--- config.mk ---
export PLATFORM = sky130hd
export DESIGN_NAME = i2s_rx_deser
export DESIGN_NICKNAME = d
export VERILOG_FILES = /design/src/rtl/pedal_pkg.sv /design/src/rtl/sync_ff.sv /design/src/rtl/i2s_rx_deser.sv
export SDC_FILE = /design/constraint.sdc
export NUM_CORES = 1
export LEC_CHECK = 0
export ABC_AREA = 1
export CAP_MARGIN = 25
export CELL_PAD_IN_SITES_DETAIL_PLACEMENT = 1
export CELL_PAD_IN_SITES_GLOBAL_PLACEMENT = 1
export CORE_MARGIN = 1
export CORE_UTILIZATION = 40
export CTS_CLUSTER_DIAMETER = 60
export DETAILED_ROUTE_END_ITERATION = 16
export PLACE_DENSITY_LB_ADDON = 0.2
export SETUP_SLACK_MARGIN = 0.2
export SLEW_MARGIN = 20
export SYNTH_ARGS = -nofsm -noshare
export SYNTH_HDL_FRONTEND = slang
export SYNTH_SLANG_ARGS = --single-unit
--- constraint.sdc ---
create_clock -name bclk -period 1.75 [get_ports bclk]
set_input_delay 0.35 -clock bclk [delete_from_list [all_inputs] [get_ports bclk]]
set_output_delay 0.35 -clock bclk [all_outputs]
set_load 0.01 [all_outputs]
--- src/rtl/pedal_pkg.sv ---
// Shared definitions for the audio receive path.
//
// Contents
//   I2S_MODE_I2S / I2S_MODE_LJ : values for the I2S_MODE parameter of i2s_rx_deser
//   rx_state_t                 : receive FSM state encoding
//   cnt_width()                : width of a counter that must hold 0..max_val
package pedal_pkg;

    localparam int I2S_MODE_I2S = 1;
    localparam int I2S_MODE_LJ  = 0;

    typedef enum logic [1:0] {
        WAIT_EDGE = 2'd0,
        DELAY     = 2'd1,
        SHIFT     = 2'd2,
        PAD       = 2'd3
    } rx_state_t;

    function automatic int cnt_width(input int max_val);
        return $clog2(max_val + 1);
    endfunction

endpackage

--- src/rtl/sync_ff.sv ---
// Multi-stage flop synchroniser for a bundle of asynchronous inputs.
// Every bit goes through the same number of stages, so bits that were
// aligned at the input stay aligned at the output.
//
// Parameters
//   WIDTH  : number of bits carried
//   STAGES : flop depth (2..4)
// Ports
//   bclk  in   sampling clock
//   reset in   synchronous active-high clear of every stage
//   d     in   WIDTH  asynchronous inputs
//   q     out  WIDTH  synchronised outputs (last stage)
module sync_ff #(
    parameter int WIDTH  = 2,
    parameter int STAGES = 2
) (
    input  logic             bclk,
    input  logic             reset,
    input  logic [WIDTH-1:0] d,
    output logic [WIDTH-1:0] q
);

    logic [WIDTH-1:0] stage [STAGES];

    always_ff @(posedge bclk) begin
        if (reset) begin
            for (int i = 0; i < STAGES; i++) begin
                stage[i] <= '0;
            end
        end else begin
            stage[0] <= d;
            for (int i = 1; i < STAGES; i++) begin
                stage[i] <= stage[i-1];
            end
        end
    end

    assign q = stage[STAGES-1];

endmodule

--- src/rtl/i2s_rx_deser.sv ---
// I2S / left-justified serial audio receiver. Deserialises one left and one
// right sample per frame and presents them together as a pair.
//
// Parameters
//   SAMPLE_W    : captured sample width (8..32)
//   SLOT_W      : maximum bit clocks per channel slot (>= SAMPLE_W+1)
//   I2S_MODE    : I2S_MODE_I2S = one-bit delay after LRCLK edge,
//                 I2S_MODE_LJ  = MSB on the LRCLK edge bit
//   SYNC_STAGES : synchroniser depth on lrclk/sdata (2..4)
// Ports
//   bclk      in   bit clock, only clock of the block
//   reset     in   synchronous active-high reset
//   lrclk     in   word select, 0 = left slot, 1 = right slot
//   sdata     in   serial data, MSB first
//   left_out  out  SAMPLE_W  last complete left sample
//   right_out out  SAMPLE_W  last complete right sample, paired with left_out
//   out_valid out  one-cycle pulse when a new pair is on the outputs
//   frame_err out  one-cycle pulse on a framing violation
//
// state     | meaning
// ----------+------------------------------------------------------------
// WAIT_EDGE | idle after reset or slot overrun; waiting for any LRCLK edge
// DELAY     | I2S only: discarding the bit that came with the LRCLK edge
// SHIFT     | shifting SAMPLE_W data bits in, MSB first
// PAD       | sample captured; ignoring the rest of the slot
module i2s_rx_deser
    import pedal_pkg::*;
#(
    parameter int SAMPLE_W    = 24,
    parameter int SLOT_W      = 32,
    parameter int I2S_MODE    = 1,
    parameter int SYNC_STAGES = 2
) (
    input  logic                bclk,
    input  logic                reset,
    input  logic                lrclk,
    input  logic                sdata,
    output logic [SAMPLE_W-1:0] left_out,
    output logic [SAMPLE_W-1:0] right_out,
    output logic                out_valid,
    output logic                frame_err
);

    localparam int CNT_W = cnt_width(SLOT_W);
    localparam logic [CNT_W-1:0] CNT_MAX  = CNT_W'(SLOT_W);
    localparam logic [CNT_W-1:0] SLOT_END = CNT_W'(SLOT_W - 1);
    // Slot bit index of the sample LSB: the I2S delay bit pushes it one later.
    localparam logic [CNT_W-1:0] LAST_BIT = CNT_W'(SAMPLE_W - 1 + I2S_MODE);

    logic [1:0] sync_q;
    logic       lr_s;
    logic       sd_s;
    logic       lr_d;
    logic       sd_d;
    logic       edge_det;

    rx_state_t           state;
    logic                channel;
    logic                have_left;
    logic [CNT_W-1:0]    cnt;
    logic [CNT_W-1:0]    cnt_inc;
    logic [SAMPLE_W-2:0] shreg;
    logic [SAMPLE_W-1:0] shift_next;
    logic [SAMPLE_W-1:0] left_hold;
    logic                sample_done;

    sync_ff #(
        .WIDTH  (2),
        .STAGES (SYNC_STAGES)
    ) u_sync (
        .bclk  (bclk),
        .reset (reset),
        .d     ({lrclk, sdata}),
        .q     (sync_q)
    );

    assign lr_s = sync_q[1];
    assign sd_s = sync_q[0];

    // sd_d is the bit that travelled with lr_d. The edge is seen on lr_s one
    // cycle before the bit that came with it reaches sd_d, so the FSM has
    // already changed state when that bit is processed: DELAY drops it
    // (I2S), SHIFT takes it as MSB (left-justified).
    always_ff @(posedge bclk) begin
        if (reset) begin
            lr_d <= 1'b0;
            sd_d <= 1'b0;
        end else begin
            lr_d <= lr_s;
            sd_d <= sd_s;
        end
    end

    assign edge_det    = lr_s ^ lr_d;
    assign shift_next  = {shreg, sd_d};
    assign cnt_inc     = (cnt == CNT_MAX) ? cnt : cnt + CNT_W'(1);
    assign sample_done = (state == SHIFT) && (cnt == LAST_BIT);

    always_ff @(posedge bclk) begin
        if (reset) begin
            state     <= WAIT_EDGE;
            channel   <= 1'b0;
            have_left <= 1'b0;
            cnt       <= '0;
            shreg     <= '0;
            left_hold <= '0;
            left_out  <= '0;
            right_out <= '0;
            out_valid <= 1'b0;
            frame_err <= 1'b0;
        end else begin
            out_valid <= 1'b0;
            frame_err <= 1'b0;

            // The final data bit may coincide with the next edge when the
            // slot is only SAMPLE_W+1 long; it still completes normally.
            if (sample_done) begin
                if (!channel) begin
                    left_hold <= shift_next;
                    have_left <= 1'b1;
                end else if (have_left) begin
                    left_out  <= left_hold;
                    right_out <= shift_next;
                    out_valid <= 1'b1;
                    have_left <= 1'b0;
                end
            end

            if (edge_det) begin
                channel <= lr_s;
                cnt     <= '0;
                shreg   <= '0;
                state   <= (I2S_MODE == I2S_MODE_I2S) ? DELAY : SHIFT;
                // A new left slot starts a new frame.
                if (!lr_s) begin
                    have_left <= 1'b0;
                end
                if ((state == SHIFT) && !sample_done) begin
                    frame_err <= 1'b1;
                end
            end else begin
                case (state)
                    WAIT_EDGE: begin
                    end
                    DELAY: begin
                        cnt   <= cnt_inc;
                        state <= SHIFT;
                    end
                    SHIFT: begin
                        cnt   <= cnt_inc;
                        shreg <= shift_next[SAMPLE_W-2:0];
                        if (sample_done) begin
                            state <= PAD;
                        end
                    end
                    PAD: begin
                        cnt <= cnt_inc;
                    end
                    default: begin
                        state <= WAIT_EDGE;
                    end
                endcase

                // Last bit clock of a full slot with no edge: overrun.
                if ((state != WAIT_EDGE) && (cnt == SLOT_END)) begin
                    frame_err <= 1'b1;
                    state     <= WAIT_EDGE;
                    cnt       <= '0;
                    have_left <= 1'b0;
                end
            end
        end
    end

endmodule

# --- Yosys cells after proc, flatten, opt, wreduce, memory -nomap -nowiden ---
# Memories as Yosys holds them, arrays and structs flattened.
# Index checks and enable logic that the tools add are counted.
# Widths: inputs -> output; s select.
totals:
  out_inout_bits: 50
  ff_bits: 109
  mem_bits_rw: 4
  n_memories: 1
  inputBits: 4
  word_cells: 63
mem_list:
  columns: ["name", "words", "width", "read_ports", "rd_clocked_by_memory_dff", "wr", "line_no", "source"]
  rows:
  - ["u_sync.stage", 2, 2, 2, 0, 2, "sync_ff.sv:23", "logic [WIDTH-1:0] stage [STAGES];"]
op_classes:
  add_sub_neg: 1
  bitwise_logic: 6
  muxes: 18
  n_eq_ne: 8
  reduce_logical: 16
op_table:
  columns: ["operator", "n"]
  rows:
  - ["$mux 1", 14]
  - ["$eq 6x5->1 const B", 2]
  - ["$reduce_or 3->1", 3]
  - ["$reduce_and 2->1", 4]
  - ["$add 6x1->6 const B", 1]
  - ["$eq 6x6->1 const B", 1]
  - ["$mux 2", 3]
  - ["$eq 2x2->1 const B", 2]
  - ["$ne 4x3->1 const B", 1]
  - ["$pmux 2 s2", 1]
  - ["$reduce_bool 2->1", 2]
  - ["$reduce_bool 4->1", 1]
  - ["$logic_and 1x1->1", 3]
  - ["$not 1->1", 3]
  - ["$reduce_and 3->1", 1]
  - ["$eq 2x1->1 const B", 1]
  - ["$ne 2x2->1 const B", 1]
  - ["$or 1x1->1", 2]
  - ["$reduce_or 2->1", 1]
  - ["$logic_not 1->1", 1]
  - ["$xor 1x1->1", 1]

# --- Logic depth before layout (Yosys ltp) ---
depth:
  depth_word: 6
  mapped_depth: 10
  mapped_depth_nobuf: 8

# --- Cells and area by module ---
# From an unflattened synthesis, not the netlist that was laid out.
unflattened:
  cells_unflattened: 625
  area_unflattened_um2: 4455.5
modules_own_cells:
  columns: ["mod", "area_per_inst_um2", "seq_area_each_um2", "cells_each", "n_inst"]
  rows:
  - ["i2s_rx_deser", 4330.4, 2182.1, 611, 1]
  - ["sync_ff", 125.1, 80.1, 14, 1]

# --- Least setup slack after synthesis ---
# Ideal clock, no wire load.
synth_timing:
  path_kind: "register to register"
  startpoint: "register cnt[0]"
  endpoint: "register left_out[0]"
  synth_period_minus_slack_ps: 1448
  stages_incl_launch_ff: 10
  t_arrival_ps: 1335
  path_buffers: 2
  setup_time_ps: 113
  setup_slack_ps: 302
  cell_sequence: "dfxtp_1 -> inv_1 -> ha_1 -> nand3_1 -> nor2_2 -> nand3_2 -> buf_6 -> buf_2 -> nor2_1 -> nor2_1"
synth_via:
  elab_chain_len: 3
synth_lines:
  columns: ["item", "line_no", "source"]
  rows:
  - ["start: declaration", "i2s_rx_deser.sv:60", "logic [CNT_W-1:0] cnt;"]
  - ["start signal: assignment", "i2s_rx_deser.sv:146", "cnt <= cnt_inc;"]
  - ["start signal: assignment", "i2s_rx_deser.sv:150", "cnt <= cnt_inc;"]
  - ["start signal: assignment", "i2s_rx_deser.sv:157", "cnt <= cnt_inc;"]
  - ["$eq 6x5->1", "i2s_rx_deser.sv:97", "assign sample_done = (state == SHIFT) && (cnt == LAST_BIT);"]
  - ["$logic_and 1x1->1", "i2s_rx_deser.sv:97", null]
  - ["$reduce_and 3->1 (no source line)", null, null]
  - ["end signal: assignment", "i2s_rx_deser.sv:122", "left_out <= left_hold;"]
  - ["end: declaration", "i2s_rx_deser.sv:38", "output logic [SAMPLE_W-1:0] left_out,"]
# No other way between the ends.
# A chain may end at the register's enable or synchronous reset.

# --- Worst setup path in the final report ---
layout_timing:
  startpoint: "register cnt[1]"
  endpoint: "register left_hold[2]"
layout_via:
  elab_chain_len: 3
layout_lines:
  columns: ["item", "line_no", "source"]
  rows:
  - ["$eq 6x5->1", "i2s_rx_deser.sv:97", null]
  - ["$logic_and 1x1->1", "i2s_rx_deser.sv:97", null]
  - ["$reduce_and 2->1 (no source line)", null, null]
  - ["end signal: assignment", "i2s_rx_deser.sv:119", "left_hold <= shift_next;"]
  - ["end: declaration", "i2s_rx_deser.sv:64", "logic [SAMPLE_W-1:0] left_hold;"]
# No other way between the ends.

==> run metrics <==
most common cell after layout, fill and taps aside=nand2_1; CP endpoint kind=flip-flop; CTS Sinks=113; vias in the first global route=4,281; DR vias/cell=5.11; Slew @ Worst Pin=0.392 ns; worst setup margin=0.134 ns; status=finished clean; commonest cells after routing, fill and taps aside=155 x nand2_1, 111 x dfxtp_1, 83 x nor2_1; worst r2r src=cnt[1]; maximum vdd drop=0.502 mV; Worst setup startpoint=cnt[1]; Core Box Area=0.0108 mm^2; RSZ-0062 raised after global routing=yes; Power Dens Cells=1070 mW/mm^2; hold_sp=sdata; Synth warnings=0; min-delay worst type=input port to flip-flop; number of cell rows=38; final number of hold-violating endpoints=0; routed via count=4,179; startpoint types=flip-flop; input/output buffers=53; routing usage on met1=27.6%; P&R area growth vs syn=34.5%; DP HPWL=7490 um; gr ovfl total=0; htree depth=4; TritonCTS buffer count=17; Routed Antenna Nets=0; GRT Util Overall=24.0%; Clock Pin Slew Worst Setup and Hold Paths=0.05 ns; sequential-to-total area share from yosys stat=51.0%; Chip Height=107 um; fin. max-slew vios=0; Initial Util=40.9%; fillcell total=1,334; DRT Wirelength=13,000 um; Setup Viol. Count Final=0; CP max FO=19; CTS tree=built; Syn Nets=612; P_leak=0.00274 uW; synthesized area=0.00443 mm^2; largest net degree at the start of global routing=48; pre-CTS setup slack=0.0537 ns; Slew HR=73.8%; met3 Use GR=5.15%; Synth Register Bits=113; post-route clock period utilization=92.4%; Layout Nets=674; die area=0.0115 mm^2; DRT iter0 DRCs=187; DRT Pass-1 Iters=4; first-pass GRT wire length=21,000 um; Max Clock Skew=0.00721 ns; DRC errors left=0; Clock Latency Late Sink=0.52 ns; share of layout cells above drive strength 1=12.7%; CP required=2.18 ns; IO Pins=54; routability cong.=0.783; CTS Hold Bufs=0; antenna violations before repair=0; critical setup path kind=flip-flop to flip-flop; die width=107 um; Gate Count Post-Synth=606; worst path arrival time=2.04 ns; fmax=0.619 GHz; clk root buf=clkbuf_8; max-cap violation count=0; Wirelength per Cell=15.9 um; Setup TNS=0 ns; met2 GRT Util=41.7%; post-synth cell types=22; Avg Inst Size Synth=7.32 um^2; n_diodes=0; GRT Max-Usage Layer=met2; minimum clock period=1.62 ns; Clock Tree Buf Depth=2
## metal layers
| layer | vias to the layer above | share of wire [%] | wire [um] |
|---|---|---|---|
| li1 | 2056 | - | - |
| met1 | 2007 | 43 | 5580 |
| met5 | - | 0 | 0 |
| met2 | 84 | 51 | 6590 |
| met3 | 32 | 3.1 | 405 |
| met4 | 0 | 3.3 | 429 |
## state kept, by name, indices dropped and copies added (netlist names), 2 cells and up
register,count
u_sync.stage,4
shreg,23
right_out,24
state,2
left_hold,24
left_out,24
cnt,6
## layout make-up
class	count	area, um^2	share of cell area [%]
inverters	58	218	3.65
well taps	140	175	2.94
clock inverters	5	125	2.10
flip-flops and latches	113	2260	38.0
repair buffers	83	831	13.9
multi-input cells	395	1860	31.2
clock buffers	24	490	8.22
## worst paths after layout
check | end | slack (ns) | cells after the start
setup reg to reg | left_hold[2] | 0.13 | 8
hold reg to reg | u_sync.stage[0][2] | 0.41 | 2
setup / recovery | left_hold[2] | 0.13 | 8
hold / removal | u_sync.stage[0][0] | 0.35 | 3
## synthesized netlist by cell type
cell      count  area share (%)
inv_1        56             4.7
nor3_1        1            0.11
a21oi_1      66             7.4
nand3_2       1            0.23
ha_1          2            0.56
clkinv_1      1           0.085
dfxtp_1     113              51
nor2_4        1            0.25
nor2_1       88             7.4
o21ai_1       2            0.23
o21ai_0      25             2.8
xor2_1        2            0.40
inv_2         1           0.085
nand2_1     161              14
buf_4         2            0.34
clkbuf_1     19             1.6
nor2_2        1            0.14
buf_2        15             1.7
o22ai_1       1            0.14
nand4_1      37             5.2
nand3_1       7            0.79
buf_6         4             1.0
## stage by stage
stage	total power [uW]	instances	util, %	hold WS (ns)	instance area [um^2]
detailed placement	2810	778	47.3	0.396	5130
global placement	2800	778	47.3	0.390	5130
CTS	6410	815	53.8	0.336	5830
finish	6380	818	55.0	0.349	5960
global route	6560	818	55.0	0.364	5960
floorplan	2750	606	-	0.388	4430
## cell families (layout without fill, tap and decap cells)
kind of cell               count (synthesis)  after routing  share of synthesized area, %
and+or+nand+nor                          297            297                          27.8
DFF                                      113            113                          51.0
buffers and inverters                     98            170                          9.57
AOI/OAI and AO/OA                         94             94                          10.6
adders and majority gates                  2              2                         0.564
xor gates and xnor gates                   2              2                         0.395
## power breakdown
group | internal [uW] | switching [uW]
clock | 2480 | 1130
combinational | 51.9 | 132
sequential | 2590 | 8.34
total | 5110 | 1270
## critical path, stage by stage, from the launching register on
cell and delay (ns):
dfxtp_2 0.34, inv_2 0.07, ha_4 0.15, nand3_4 0.09, nor2_4 0.21, buf_4 0.18, buf_16 0.16, nand4_1 0.11
a21oi_1 0.23
## timing repair
| action | 4_1_cts | 5_1_grt |
|---|---|---|
| pin swaps | 11 | 4 |
| setup endpoints to repair | 129 | 84 |
| resized for setup | 64 | 32 |
| buffers inserted | 4 | 2 |
| cloned | 4 | 1 |
No activity file was read; power rests on OpenSTA's default activity.
==> patch (config.mk and constraints unchanged) <==
Change the parameter `I2S_MODE` from 1 to 0.
--- a/src/rtl/i2s_rx_deser.sv
+++ b/src/rtl/i2s_rx_deser.sv
@@ -30,3 +30,3 @@
     parameter int SLOT_W      = 32,
-    parameter int I2S_MODE    = 1,
+    parameter int I2S_MODE    = 0,
     parameter int SYNC_STAGES = 2
Formal check against the unedited RTL: not equivalent (Yosys sat finds a counterexample within 10 cycles, from zero or initial values and one cycle with reset high).
==> patch against the original RTL <==
Worst setup slack gained 110 ps. Sequential cell count unchanged. First-iteration DRC count increased by 7.5%. Clock power shrank 10%. Sequential power barely moved. Total power decreased by 5.0%. Utilization shrank 0.25 points. Routed wire length increased by 2.5%. Synthesized cell count decreased by 11%. Design area fell by 3.9%. Worst hold slack got worse by 210 ps. Area after synthesis fell by 1.6%.
==> patch: results (changes against the original RTL) <==
outcome=completed; hold depth=2 (-1); first-pass GRT wire length=21,400 microns (+1.7%); Total Nets Final=599 (-11%); arrival time worst endpoint=1960 ps (-80 ps); critical path fanouts, max=8 (-11); worst reg2reg setup slack=240 ps (+110 ps); Crit Reg-Reg Startpoint=cnt[0]; HP Start=reset; DR iter-0 viols=201 (+7.5%); NonClk Buf Share=13.6% (-0.28 points); Inverters=23 (-60%); Vias per Instance=5.55 (+8.7%); worst hold slack=140 ps (-209 ps); P per Cell Area=1060 nW/um^2 (-1.1%); clk cell area share=9.56% (-0.76 points); final worst-path cycle share=86.2% (-6.2 points); PostCTS Resize Cnt=65 (+1.6%); Gate power share=3.8% (+0.9 points); slowest CP cell=dfxtp_4; Max rail drop VDD=0.579 mV (+15%); multi-input logic portion of the cell area=32.2% (+1.0 points); Critical Path End=left_out[11]; wirelength, routed=13,300 microns (+2.5%); Cell Area, Placed=4930 sq um (-3.9%); Placer Congestion=0.774 (-1.2%); cell total after placement=698 (-10%); Unique masters post-synth=24 (+9.1%); sequential area share after synthesis=51.9% (+0.85 points); count of multi-input gates=361 (-8.6%); clock buffers=22 (-8.3%); vias in the first global route=4,170 (-2.6%); fillers=1,254 (-6.0%); Slew HR=71.0% (-2.8 points); Commonest cells post-synth=nand2_1 (144), dfxtp_1 (113), a21oi_1 (102)
-- patch: cell types whose count changed after synthesis, sizes merged --
cell and delta:
nor2 -70, inv -37, a21oi +36, nand4 +35, o21ai -23, nand2 -16, buf +3, clkbuf +2
nor3b +2, nand3 -1, o22ai -1, o31ai +1
-- patch: layer usage --
| metal | GRT usage, % | share of wire [%] | vias up | wire length (microns) |
|---|---|---|---|---|
| met5 | 0 | 0 | - | 0 |
| met3 | 6.44 | 4.2 | 28 | 554 |
| met2 | 40.0 | 50 | 110 | 6600 |
| li1 | - | - | 1970 | - |
| met4 | 9.39 | 2.4 | 0 | 316 |
| met1 | 30.4 | 44 | 1997 | 5850 |
-- patch: kinds of logic (layout without fill, tap and decap cells) --
group                    after synthesis  in the layout  synth area share [%]
AO/OA/AOI/OAI                        107            107                  12.3
flip-flops                           113            113                  51.9
adder cells (fa/ha/maj)                2              2                 0.574
buffers and inverters                 66            129                  8.29
XOR/XNOR                               2              2                 0.402
AND/OR/NAND/NOR                      247            250                  26.5
